`src/rtl/map_request_arbiter.sv`:
```
// rtl/map_request_arbiter.sv - shares one map_data_structure among NUM_REQ requesters
//
// Purpose:
//   Arbitrates between NUM_REQ requesters and runs each accepted operation
//   against the map as a LOOKUP probe cycle, optionally followed by an
//   INSERT/DELETE execute cycle. It then holds a per-requester response until
//   that requester accepts it.
//
// Configuration macro:
//   MAP_ARB_FIXED_PRIO_EN  defined   : the lowest-index valid requester always wins
//                          undefined : round-robin starting after the last grant
//
// Ports:
//   clk, reset          clock; synchronous active-high reset
//   req_valid/req_ready per-requester request handshake (req_ready one-hot or zero)
//   req_op/key/value    flattened per-requester op (0 NOP,1 INS,2 DEL,3 LKP), key, value
//   rsp_valid/rsp_ready per-requester response handshake (rsp_valid one-hot or zero)
//   rsp_value           shared response value (LOOKUP hit data, else 0)
//   rsp_status          00 OK, 01 NOT_FOUND, 10 FULL
//   map_valid_in/op/key/value          request to the map
//   map_ready_out/valid_out/value_out  response from the map

module map_request_arbiter #(
    parameter int NUM_REQ     = 4,
    parameter int KEY_WIDTH   = 8,
    parameter int VALUE_WIDTH = 16,
    parameter int ID_WIDTH    = $clog2(NUM_REQ)
) (
    input  logic                           clk,
    input  logic                           reset,
    input  logic [NUM_REQ-1:0]             req_valid,
    output logic [NUM_REQ-1:0]             req_ready,
    input  logic [2*NUM_REQ-1:0]           req_op,
    input  logic [KEY_WIDTH*NUM_REQ-1:0]   req_key,
    input  logic [VALUE_WIDTH*NUM_REQ-1:0] req_value,
    output logic [NUM_REQ-1:0]             rsp_valid,
    input  logic [NUM_REQ-1:0]             rsp_ready,
    output logic [VALUE_WIDTH-1:0]         rsp_value,
    output logic [1:0]                     rsp_status,
    output logic                           map_valid_in,
    output logic [1:0]                     map_op,
    output logic [KEY_WIDTH-1:0]           map_key,
    output logic [VALUE_WIDTH-1:0]         map_value,
    input  logic                           map_ready_out,
    input  logic                           map_valid_out,
    input  logic [VALUE_WIDTH-1:0]         map_value_out
);

    localparam logic [1:0] OP_NOP    = 2'd0;
    localparam logic [1:0] OP_INSERT = 2'd1;
    localparam logic [1:0] OP_DELETE = 2'd2;
    localparam logic [1:0] OP_LOOKUP = 2'd3;

    localparam logic [1:0] ST_OK        = 2'b00;
    localparam logic [1:0] ST_NOT_FOUND = 2'b01;
    localparam logic [1:0] ST_FULL      = 2'b10;

    typedef enum logic [1:0] {
        S_IDLE,
        S_PROBE,
        S_EXEC,
        S_RESP
    } state_t;

    state_t                   state_q;
    logic [ID_WIDTH-1:0]      last_grant_q;
    logic [ID_WIDTH-1:0]      gnt_q;
    logic [1:0]               op_q;
    logic [KEY_WIDTH-1:0]     key_q;
    logic [VALUE_WIDTH-1:0]   value_q;

    logic [NUM_REQ-1:0]       rsp_valid_q;
    logic [VALUE_WIDTH-1:0]   rsp_value_q;
    logic [1:0]               rsp_status_q;

    logic                     map_valid_q;
    logic [1:0]               map_op_q;
    logic [KEY_WIDTH-1:0]     map_key_q;
    logic [VALUE_WIDTH-1:0]   map_value_q;

    // ------------------------------------------------------------------
    // Grant selection
    // ------------------------------------------------------------------
    logic                     grant_found;
    logic [ID_WIDTH-1:0]      grant_idx;

`ifdef MAP_ARB_FIXED_PRIO_EN
    // Scan from the top down so the lowest valid index is the last to win.
    always_comb begin
        grant_found = 1'b0;
        grant_idx   = '0;
        for (int i = NUM_REQ - 1; i >= 0; i--) begin
            if (req_valid[i]) begin
                grant_found = 1'b1;
                grant_idx   = ID_WIDTH'(i);
            end
        end
    end
`else
    logic [ID_WIDTH-1:0]      cand_idx;

    // Visit requesters in order starting just after the previous winner;
    // the first valid one found wins.
    always_comb begin
        grant_found = 1'b0;
        grant_idx   = '0;
        cand_idx    = '0;
        for (int i = 0; i < NUM_REQ; i++) begin
            cand_idx = ID_WIDTH'((int'(last_grant_q) + 1 + i) % NUM_REQ);
            if (!grant_found && req_valid[cand_idx]) begin
                grant_found = 1'b1;
                grant_idx   = cand_idx;
            end
        end
    end
`endif

    // Fields of the requester currently being offered the grant.
    logic [1:0]               sel_op;
    logic [KEY_WIDTH-1:0]     sel_key;
    logic [VALUE_WIDTH-1:0]   sel_value;

    always_comb begin
        sel_op    = OP_NOP;
        sel_key   = '0;
        sel_value = '0;
        for (int i = 0; i < NUM_REQ; i++) begin
            if (grant_idx == ID_WIDTH'(i)) begin
                sel_op    = req_op[2*i +: 2];
                sel_key   = req_key[KEY_WIDTH*i +: KEY_WIDTH];
                sel_value = req_value[VALUE_WIDTH*i +: VALUE_WIDTH];
            end
        end
    end

    // Accept is offered only while idle; since the grant is always a valid
    // requester, an offered grant is also a completed handshake.
    always_comb begin
        req_ready = '0;
        if (state_q == S_IDLE && grant_found) begin
            req_ready[grant_idx] = 1'b1;
        end
    end

    logic [NUM_REQ-1:0]       gnt_onehot;

    always_comb begin
        gnt_onehot        = '0;
        gnt_onehot[gnt_q] = 1'b1;
    end

    // ------------------------------------------------------------------
    // Sequencer
    // ------------------------------------------------------------------
    always_ff @(posedge clk) begin
        if (reset) begin
            state_q      <= S_IDLE;
            last_grant_q <= ID_WIDTH'(NUM_REQ - 1);
            gnt_q        <= '0;
            op_q         <= OP_NOP;
            key_q        <= '0;
            value_q      <= '0;
            rsp_valid_q  <= '0;
            rsp_value_q  <= '0;
            rsp_status_q <= ST_OK;
            map_valid_q  <= 1'b0;
            map_op_q     <= OP_NOP;
            map_key_q    <= '0;
            map_value_q  <= '0;
        end else begin
            case (state_q)
                S_IDLE: begin
                    if (grant_found) begin
                        gnt_q        <= grant_idx;
                        last_grant_q <= grant_idx;
                        op_q         <= sel_op;
                        key_q        <= sel_key;
                        value_q      <= sel_value;
                        if (sel_op == OP_NOP) begin
                            // Nothing to ask the map: answer straight away.
                            state_q      <= S_RESP;
                            rsp_valid_q  <= req_ready;
                            rsp_value_q  <= '0;
                            rsp_status_q <= ST_OK;
                        end else begin
                            state_q     <= S_PROBE;
                            map_valid_q <= 1'b1;
                            map_op_q    <= OP_LOOKUP;
                            map_key_q   <= sel_key;
                            map_value_q <= '0;
                        end
                    end
                end

                S_PROBE: begin
                    // Probe result is consumed in the same cycle it is driven;
                    // the map bus returns to idle unless an execute follows.
                    map_valid_q <= 1'b0;
                    map_op_q    <= OP_NOP;
                    map_key_q   <= '0;
                    map_value_q <= '0;
                    case (op_q)
                        OP_LOOKUP: begin
                            state_q      <= S_RESP;
                            rsp_valid_q  <= gnt_onehot;
                            rsp_value_q  <= map_valid_out ? map_value_out : '0;
                            rsp_status_q <= map_valid_out ? ST_OK : ST_NOT_FOUND;
                        end
                        OP_DELETE: begin
                            if (!map_valid_out) begin
                                state_q      <= S_RESP;
                                rsp_valid_q  <= gnt_onehot;
                                rsp_value_q  <= '0;
                                rsp_status_q <= ST_NOT_FOUND;
                            end else begin
                                state_q     <= S_EXEC;
                                map_valid_q <= 1'b1;
                                map_op_q    <= OP_DELETE;
                                map_key_q   <= key_q;
                            end
                        end
                        OP_INSERT: begin
                            // A full map refuses every insert, even an update
                            // of a key it already holds.
                            if (!map_ready_out) begin
                                state_q      <= S_RESP;
                                rsp_valid_q  <= gnt_onehot;
                                rsp_value_q  <= '0;
                                rsp_status_q <= ST_FULL;
                            end else begin
                                state_q     <= S_EXEC;
                                map_valid_q <= 1'b1;
                                map_op_q    <= OP_INSERT;
                                map_key_q   <= key_q;
                                map_value_q <= value_q;
                            end
                        end
                        default: begin
                            // NOP never reaches the probe; answer OK if it did.
                            state_q      <= S_RESP;
                            rsp_valid_q  <= gnt_onehot;
                            rsp_value_q  <= '0;
                            rsp_status_q <= ST_OK;
                        end
                    endcase
                end

                S_EXEC: begin
                    state_q      <= S_RESP;
                    map_valid_q  <= 1'b0;
                    map_op_q     <= OP_NOP;
                    map_key_q    <= '0;
                    map_value_q  <= '0;
                    rsp_valid_q  <= gnt_onehot;
                    rsp_value_q  <= '0;
                    rsp_status_q <= ST_OK;
                end

                S_RESP: begin
                    if (rsp_ready[gnt_q]) begin
                        state_q      <= S_IDLE;
                        rsp_valid_q  <= '0;
                        rsp_value_q  <= '0;
                        rsp_status_q <= ST_OK;
                    end
                end

                default: begin
                    state_q <= S_IDLE;
                end
            endcase
        end
    end

    assign rsp_valid    = rsp_valid_q;
    assign rsp_value    = rsp_value_q;
    assign rsp_status   = rsp_status_q;
    assign map_valid_in = map_valid_q;
    assign map_op       = map_op_q;
    assign map_key      = map_key_q;
    assign map_value    = map_value_q;

endmodule
```
`config.mk`:
```
export PLATFORM = sky130hd
export DESIGN_NAME = map_request_arbiter
export DESIGN_NICKNAME = d
export VERILOG_FILES = /design/src/rtl/map_request_arbiter.sv
export SDC_FILE = /design/constraint.sdc
export NUM_CORES = 1
export LEC_CHECK = 0
export BUFFER_PORTS_ARGS = -buffer_cell sky130_fd_sc_hd__clkbuf_2
export CAP_MARGIN = 20
export CORE_UTILIZATION = 40
export DETAILED_ROUTE_END_ITERATION = 6
export HOLD_SLACK_MARGIN = 0.15
export PLACE_DENSITY = 0.68
export RECOVER_POWER = 100
export SYNTH_ARGS = -nofsm -noshare
export SYNTH_HDL_FRONTEND = slang
export SYNTH_SLANG_ARGS = --single-unit
```
`constraint.sdc`:
```
create_clock -name clk -period 6.9 [get_ports clk]
set_input_delay 0 -clock clk [delete_from_list [all_inputs] [get_ports clk]]
set_output_delay 0 -clock clk [all_outputs]
set_load 0.1 [all_outputs]
```
==> results.sh, run 1 <==
export IMPL_synth_edf_count=0
export IMPL_wl_um=14300
export IMPL_synth_top_family_by_area="simple AND/OR/NAND/NOR gates"
export IMPL_syn_area_um2=4530
export IMPL_synthXorXnorAreaFrac_pct=0
export IMPL_num_vias=5296
export IMPL_maxCapViolCount=2
export IMPL_portBuffers=184
export IMPL_drc=0
export IMPL_worstSetupStartpoint="last_grant_q[1]"
export IMPL_fin_crit_ns=4.82
export IMPL_start_kind="register"
export IMPL_rr_startpoint="last_grant_q[1]"
export IMPL_ys_ff_latch=81
export IMPL_worst_slew_pin_slew_ns=2.00
export IMPL_r2r_setup_slack_ns=2.08
export IMPL_fin_skew_ns=0.00832
export IMPL_maxSlewHeadroom_pct=-33.3
export IMPL_synth_area_leaders="dfxtp_1 36%, nand2_1 9.9%, a21oi_1 8.0%, nand3_1 6.5%, nand4_1 4.7%"
export IMPL_hold_violations=0
export IMPL_rr_worst_depth=10
export IMPL_io_pins=185
export IMPL_async_flop_share_pct=0
export IMPL_netlist_instances=602
export IMPL_setup_tns_ns=0
export IMPL_coreArea_um2=10900
export IMPL_slew_viol_final=90
export IMPL_wl_per_cell_um=14.6
export IMPL_r2r_end="key_q[1]"
export IMPL_finalPower_w=0.00281
export IMPL_setup_violations=0
export IMPL_cts_setup_buffers=0
export IMPL_gp_congestion=0.846
export IMPL_cts_tree="built"
export IMPL_numCtsBuffers=9
export IMPL_synth_compound_area_share_pct=23.5
export IMPL_hold_path_class="input pin to register"
export IMPL_outcome="complete, but fails checks"
export IMPL_cp_end_kind="register"
export IMPL_powerDensity_nw_per_um2=427
export IMPL_worstSetupEndpoint="key_q[1]"
export IMPL_grt_antenna_before_repair=0
export IMPL_initial_utilization_pct=41.4
export IMPL_grt_usage_pct=24.2
export IMPL_path_class="register to register"
export IMPL_synth_simple_gate_area_share_pct=27.4
export IMPL_yosysTopAreaCell="dfxtp_1"
export IMPL_clock_latency_ns=0.34
export IMPL_via_per_inst=5.39
export IMPL_grt_max_degree=83
export IMPL_area_growth_pct=45.4
export IMPL_yosys_warnings=0
export IMPL_nNetsFinal=977
export IMPL_netlist_cell_type_count=49
export IMPL_die_height_um=108
export IMPL_grt_pass1_wl_um=22500
export IMPL_clock_root_buffer="clkbuf_16"
export IMPL_ant_nets=0
export IMPL_synthMuxAreaShare_pct=4.92
export IMPL_drive_gt1_share_pct=21.0
export IMPL_yosysTopAreaCellShare_pct=35.8
export IMPL_p_leak_nw=2.72
export IMPL_worstPathMaxFanout=44
export IMPL_place_ws_ns=3.57
export IMPL_overflow=0
export IMPL_die_area_um2=11700
export IMPL_synth_area_per_cell_um2=7.52
export IMPL_finalWorstSetupSlack_ns=2.08
export IMPL_ys_flop_type="dfxtp_1"
export IMPL_die_w_um=108
export IMPL_htreeDepth=3
export IMPL_critPathRequiredTime_ns=7.09
export IMPL_synth_fp_nets=742
export IMPL_rows=38
export IMPL_synth_adder_area_share_pct=2.21
export IMPL_worstPathArrival_ns=5.01
export IMPL_grt_pass1_vias=4832
export IMPL_antenna_cells=0
export IMPL_fmax_mhz=207
export IMPL_first_pass_iters=5
export IMPL_ir_drop_mv=0.340
export IMPL_finalCritPeriodShare_pct=69.8
export IMPL_drtIter0Drc=436
export IMPL_path_clk_slew_ns=0.07
export IMPL_hpwl_um=9420
export IMPL_clockBufferDepth=2
export IMPL_violations="capacitance limit, slew limit"
export IMPL_ys_seq_area_share_pct=35.8
export IMPL_clock_sinks=81
export IMPL_rsz0062_at_grt="false"
==> worst max-delay path, cell delays in order (launching register included) <==
cell	delay (ns)
dfxtp_1	0.46
nand2_1	0.16
a21o_1	0.22
nor2_1	0.53
clkbuf_1	1.49
mux2i_1	0.37
dlygate4sd3_1	0.61
nand2_1	0.06
nand3_1	0.12
dlygate4sd3_1	0.57
a21oi_1	0.06
==> layer usage <==
metal	track usage, %	vias up	part of all wire (%)
met1	28.3	2414	42
met2	42.1	224	49
met3	4.64	38	6.3
li1	-	2620	-
met5	0	-	0
met4	12.3	0	2.9
==> kinds of logic after synthesis <==
| family | after synthesis |
|---|---|
| compound gates | 164 |
| fa+ha+maj | 8 |
| buf+inv | 64 |
| flops | 81 |
| mux | 21 |
| simple gates | 264 |
==> repair_timing <==
item,4_1_cts,5_1_grt
endpoints found under the setup margin,0,0
hold buffers,87,0
gates resized for setup,0,0
hold endpoints to repair,41,0
==> metrics by stage <==
stage / instances / hold slack (ns) / util [%] / cell area (um2)
final: 982 / 0.159 / 60.2 / 6580
after floorplan: 602 / 0.154 / - / 4530
after global routing: 982 / 0.177 / 60.2 / 6580
after CTS: 978 / 0.151 / 60.3 / 6600
after detailed placement: 875 / 0.247 / 49.6 / 5420
after global placement: 875 / 0.243 / 49.6 / 5420
==> Yosys cell counts, types with 2 or more instances <==
library cell	count
o22ai_1	9
nor3_1	7
o21bai_1	2
nand3_1	59
a31oi_1	2
inv_1	10
a22oi_1	2
nand2b_1	17
a211oi_2	4
a21boi_0	2
clkbuf_1	36
nand2_1	119
mux2i_1	20
buf_2	5
a21bo_2	18
nand4_1	34
a211oi_1	7
dfxtp_1	81
o21ai_0	8
buf_6	4
o21ai_1	18
ha_1	8
a311oi_1	4
a32oi_1	5
nor2_1	16
buf_1	9
a21oi_1	72
nor2b_1	3
==> flip-flops by register name (all words and copies together), names as in the netlist <==
signal	flops
value_q	16
gnt_q	2
map_valid_in	1
rsp_status	2
rsp_value	16
last_grant_q	2
op_q	2
map_key	8
key_q	8
map_op	2
map_value	16
rsp_valid	4
state_q	2
==> how the worst min path moves through the flow <==
| stage | startpoint | end | slack, ns | cells past startpoint |
|---|---|---|---|---|
| 6_report | req_key[24] | key_q[0] | 0.16 | 5 |
| 5_1_grt | map_ready_out | map_op[0] | 0.18 | 4 |
| 4_1_cts | req_key[0] | key_q[0] | 0.15 | 5 |
| 3_5_place_dp | map_value_out[5] | rsp_value[5] | 0.25 | 3 |
| 3_3_place_gp | map_value_out[8] | rsp_value[8] | 0.24 | 3 |
| 2_1_floorplan | map_value_out[0] | rsp_value[0] | 0.15 | 2 |
==> cells in the final DEF, fill, tap and decap left out, types with 2 or more instances in the layout <==
master	instances
nor3_1	7
ha_1	8
clkbuf_1	55
mux2i_1	20
dlygate4sd3_1	87
nand2_1	119
o21bai_1	2
nor2b_1	3
inv_6	2
nand3_1	59
a211oi_1	9
a22oi_1	2
buf_16	2
clkinvlp_4	3
nand2b_1	17
a311oi_1	4
clkbuf_16	9
o21ai_0	23
o21ai_1	2
a31oi_1	2
dfxtp_1	81
clkbuf_2	131
a21oi_1	72
nand4_1	34
a211oi_2	2
buf_4	2
inv_1	10
o22ai_1	9
nor2_1	16
a21bo_2	18
a32oi_1	5
==> area by class of cell <==
type                            instances  area (um2)
Fill cell                             963        4360
Clock buffer                            9         225
Tap cell                              140         175
Clock inverter                          7        78.8
Sequential cell                        81        1620
Multi-Input combinational cell        457        2620
Timing Repair Buffer                  278        1820
Inverter                               10        37.5
==> power breakdown <==
part	internal (W)	switching [W]	total, W
clock	0.000283	0.000195	0.000478
combinational	0.000546	0.00110	0.00165
sequential	0.000592	0.0000908	0.000683
total	0.00142	0.00139	0.00281
No activity file was read; power rests on OpenSTA's default activity.
==> run 2, diff against run 1 <==
- PLACE_DENSITY: 0.68 -> 0.71
- clock period: 6.9 -> 4.3 ns (I/O delays scaled with it)
==> results.sh, run 2 (synthesis gave the netlist of run 1 again) <==
export IMPL_violations="capacitance limit, slew limit"
export IMPL_via_per_inst=5.37
export IMPL_crit_chain="inv_1, ha_1, nand2_1, clkbuf_1, or4_1, and2_4, a211oi_1"
export IMPL_fin_skew_ns=0.00912
export IMPL_overflow=0
export IMPL_rsz0062_at_grt="false"
export IMPL_fmax_mhz=281
export IMPL_die_area_um2=11700
export IMPL_internal_power_w=0.00234
export IMPL_first_pass_iters=6
export IMPL_worstPathArrival_ns=3.72
export IMPL_portBuffers=184
export IMPL_clock_power_share_pct=17.9
export IMPL_finalCritPeriodShare_pct=82.7
export IMPL_clock_latency_ns=0.33
export IMPL_maxCapViolCount=1
export IMPL_antenna_cells=0
export IMPL_num_vias=5279
export IMPL_cp_end_kind="register"
export IMPL_cp_num_buf_inv=2
export IMPL_cts_tree="built"
export IMPL_fin_util_pct=60.3
export IMPL_wl_um=14400
export IMPL_grt_antenna_before_repair=0
export IMPL_final_common_cell="clkbuf_2"
export IMPL_wl_per_cell_um=14.7
export IMPL_switching_share_pct=48.8
export IMPL_grt_max_degree=83
export IMPL_grt_pass1_wl_um=22900
export IMPL_layout_common_cells="131 x clkbuf_2, 119 x nand2_1, 85 x dlygate4sd3_1"
export IMPL_path_clk_slew_ns=0.06
export IMPL_p_leak_nw=2.74
export IMPL_fillers=974
export IMPL_rows=38
export IMPL_setup_violations=0
export IMPL_drtIter0Drc=343
export IMPL_place_ws_ns=1.51
export IMPL_pwr_share_comb_pct=58.1
export IMPL_numPlacedInstances=881
export IMPL_start_kind="register"
export IMPL_htreeDepth=3
export IMPL_grt_pass1_vias=4963
export IMPL_die_height_um=108
export IMPL_finalWorstSetupSlack_ns=0.745
export IMPL_clockBufferDepth=2
export IMPL_final_area_um2=6600
export IMPL_nNetsFinal=979
export IMPL_slew_viol_final=39
export IMPL_p_sw_w=0.00223
export IMPL_place_area_um2=5490
export IMPL_instances_no_fill=983
export IMPL_gp_congestion=0.838
export IMPL_cpPeakStageDelay_ns=1.06
export IMPL_hold_path_class="input pin to register"
export IMPL_critPathRequiredTime_ns=4.47
export IMPL_area_growth_pct=45.7
export IMPL_hold_violations=0
export IMPL_initial_utilization_pct=41.4
export IMPL_ir_drop_mv=0.583
export IMPL_clock_sinks=81
export IMPL_cp_top_family="simple AND/OR/NAND/NOR gates"
export IMPL_hpwl_um=9680
export IMPL_grt_usage_pct=24.4
export IMPL_ant_nets=0
export IMPL_seqPwrFrac_pct=24.0
export IMPL_outcome="complete, but fails checks"
export IMPL_drc=0
export IMPL_clock_root_buffer="clkbuf_16"
export IMPL_maxSlewHeadroom_pct=-5.46
export IMPL_coreArea_um2=10900
export IMPL_fin_crit_ns=3.56
export IMPL_worstPathMaxFanout=33
export IMPL_setup_tns_ns=0
export IMPL_crit_slowest_cell="clkbuf_1"
export IMPL_numCtsBuffers=9
export IMPL_cts_repair_resized=0
export IMPL_powerDensity_nw_per_um2=692
export IMPL_path_class="register to register"
export IMPL_die_w_um=108
export IMPL_io_pins=185
export IMPL_drive_gt1_share_pct=21.5
export IMPL_worst_slew_pin_slew_ns=1.58
==> run 2: path summary, 6_finish.rpt <==
| check | cells past startpoint | end | slack [ns] | from |
|---|---|---|---|---|
| worst min-delay path | 4 | map_op[0] | 0.15 | map_ready_out |
| worst min register to register | 2 | key_q[4] | 0.45 | key_q[4] |
| worst max register to register | 7 | map_op[1] | 0.74 | state_q[0] |
| worst max-delay path | 7 | map_op[1] | 0.74 | state_q[0] |
==> run 2: per-stage QoR <==
| step | hold slack, ns | total power [W] |
|---|---|---|
| 4_1_cts | 0.151 | 0.00456 |
| 6_report | 0.150 | 0.00457 |
| 3_3_place_gp | 0.246 | 0.00339 |
| 5_1_grt | 0.171 | 0.00484 |
| 3_5_place_dp | 0.248 | 0.00346 |
| 2_1_floorplan | 0.154 | 0.00299 |
==> run 2: final cells by class <==
class / count / area [um2] / area share [%]
flip-flops and latches: 81 / 1620 / 24.6
repair buffers: 280 / 1820 / 27.6
multi-input cells: 457 / 2630 / 39.8
inverters: 10 / 37.5 / 0.569
clock inverters: 5 / 80.1 / 1.21
well taps: 140 / 175 / 2.66
clock buffers: 10 / 239 / 3.62
==> run 2: worst min-delay path, stage by stage <==
cell	delay, ns
clkbuf_2	0.10
nand3_1	0.10
nor2b_1	0.15
a211oi_1	0.08
==> run 2: timing repair <==
action	CTS	global route
endpoints found under the hold margin	40	0
buffers inserted	0	0
hold buffers	85	0
endpoints found under the setup margin	0	0
==> run 2: per-layer routing <==
metal  vias to the layer above  routed length (um)  track usage, %
met5                         -                   0               0
met4                         0                 301            9.36
met3                        23                 770            3.74
met2                       194                7290            44.1
met1                      2440                6070            29.0
li1                       2622                   -               -
==> run 2: power groups by stage <==
stage | clock network (W) | registers, W | logic, W
floorplan | 0 | 0.00159 | 0.00140
global route | 0.000860 | 0.00111 | 0.00287
finish | 0.000818 | 0.00109 | 0.00265
global placement | 0 | 0.00110 | 0.00229
detailed placement | 0 | 0.00111 | 0.00235
CTS | 0.000823 | 0.00109 | 0.00264
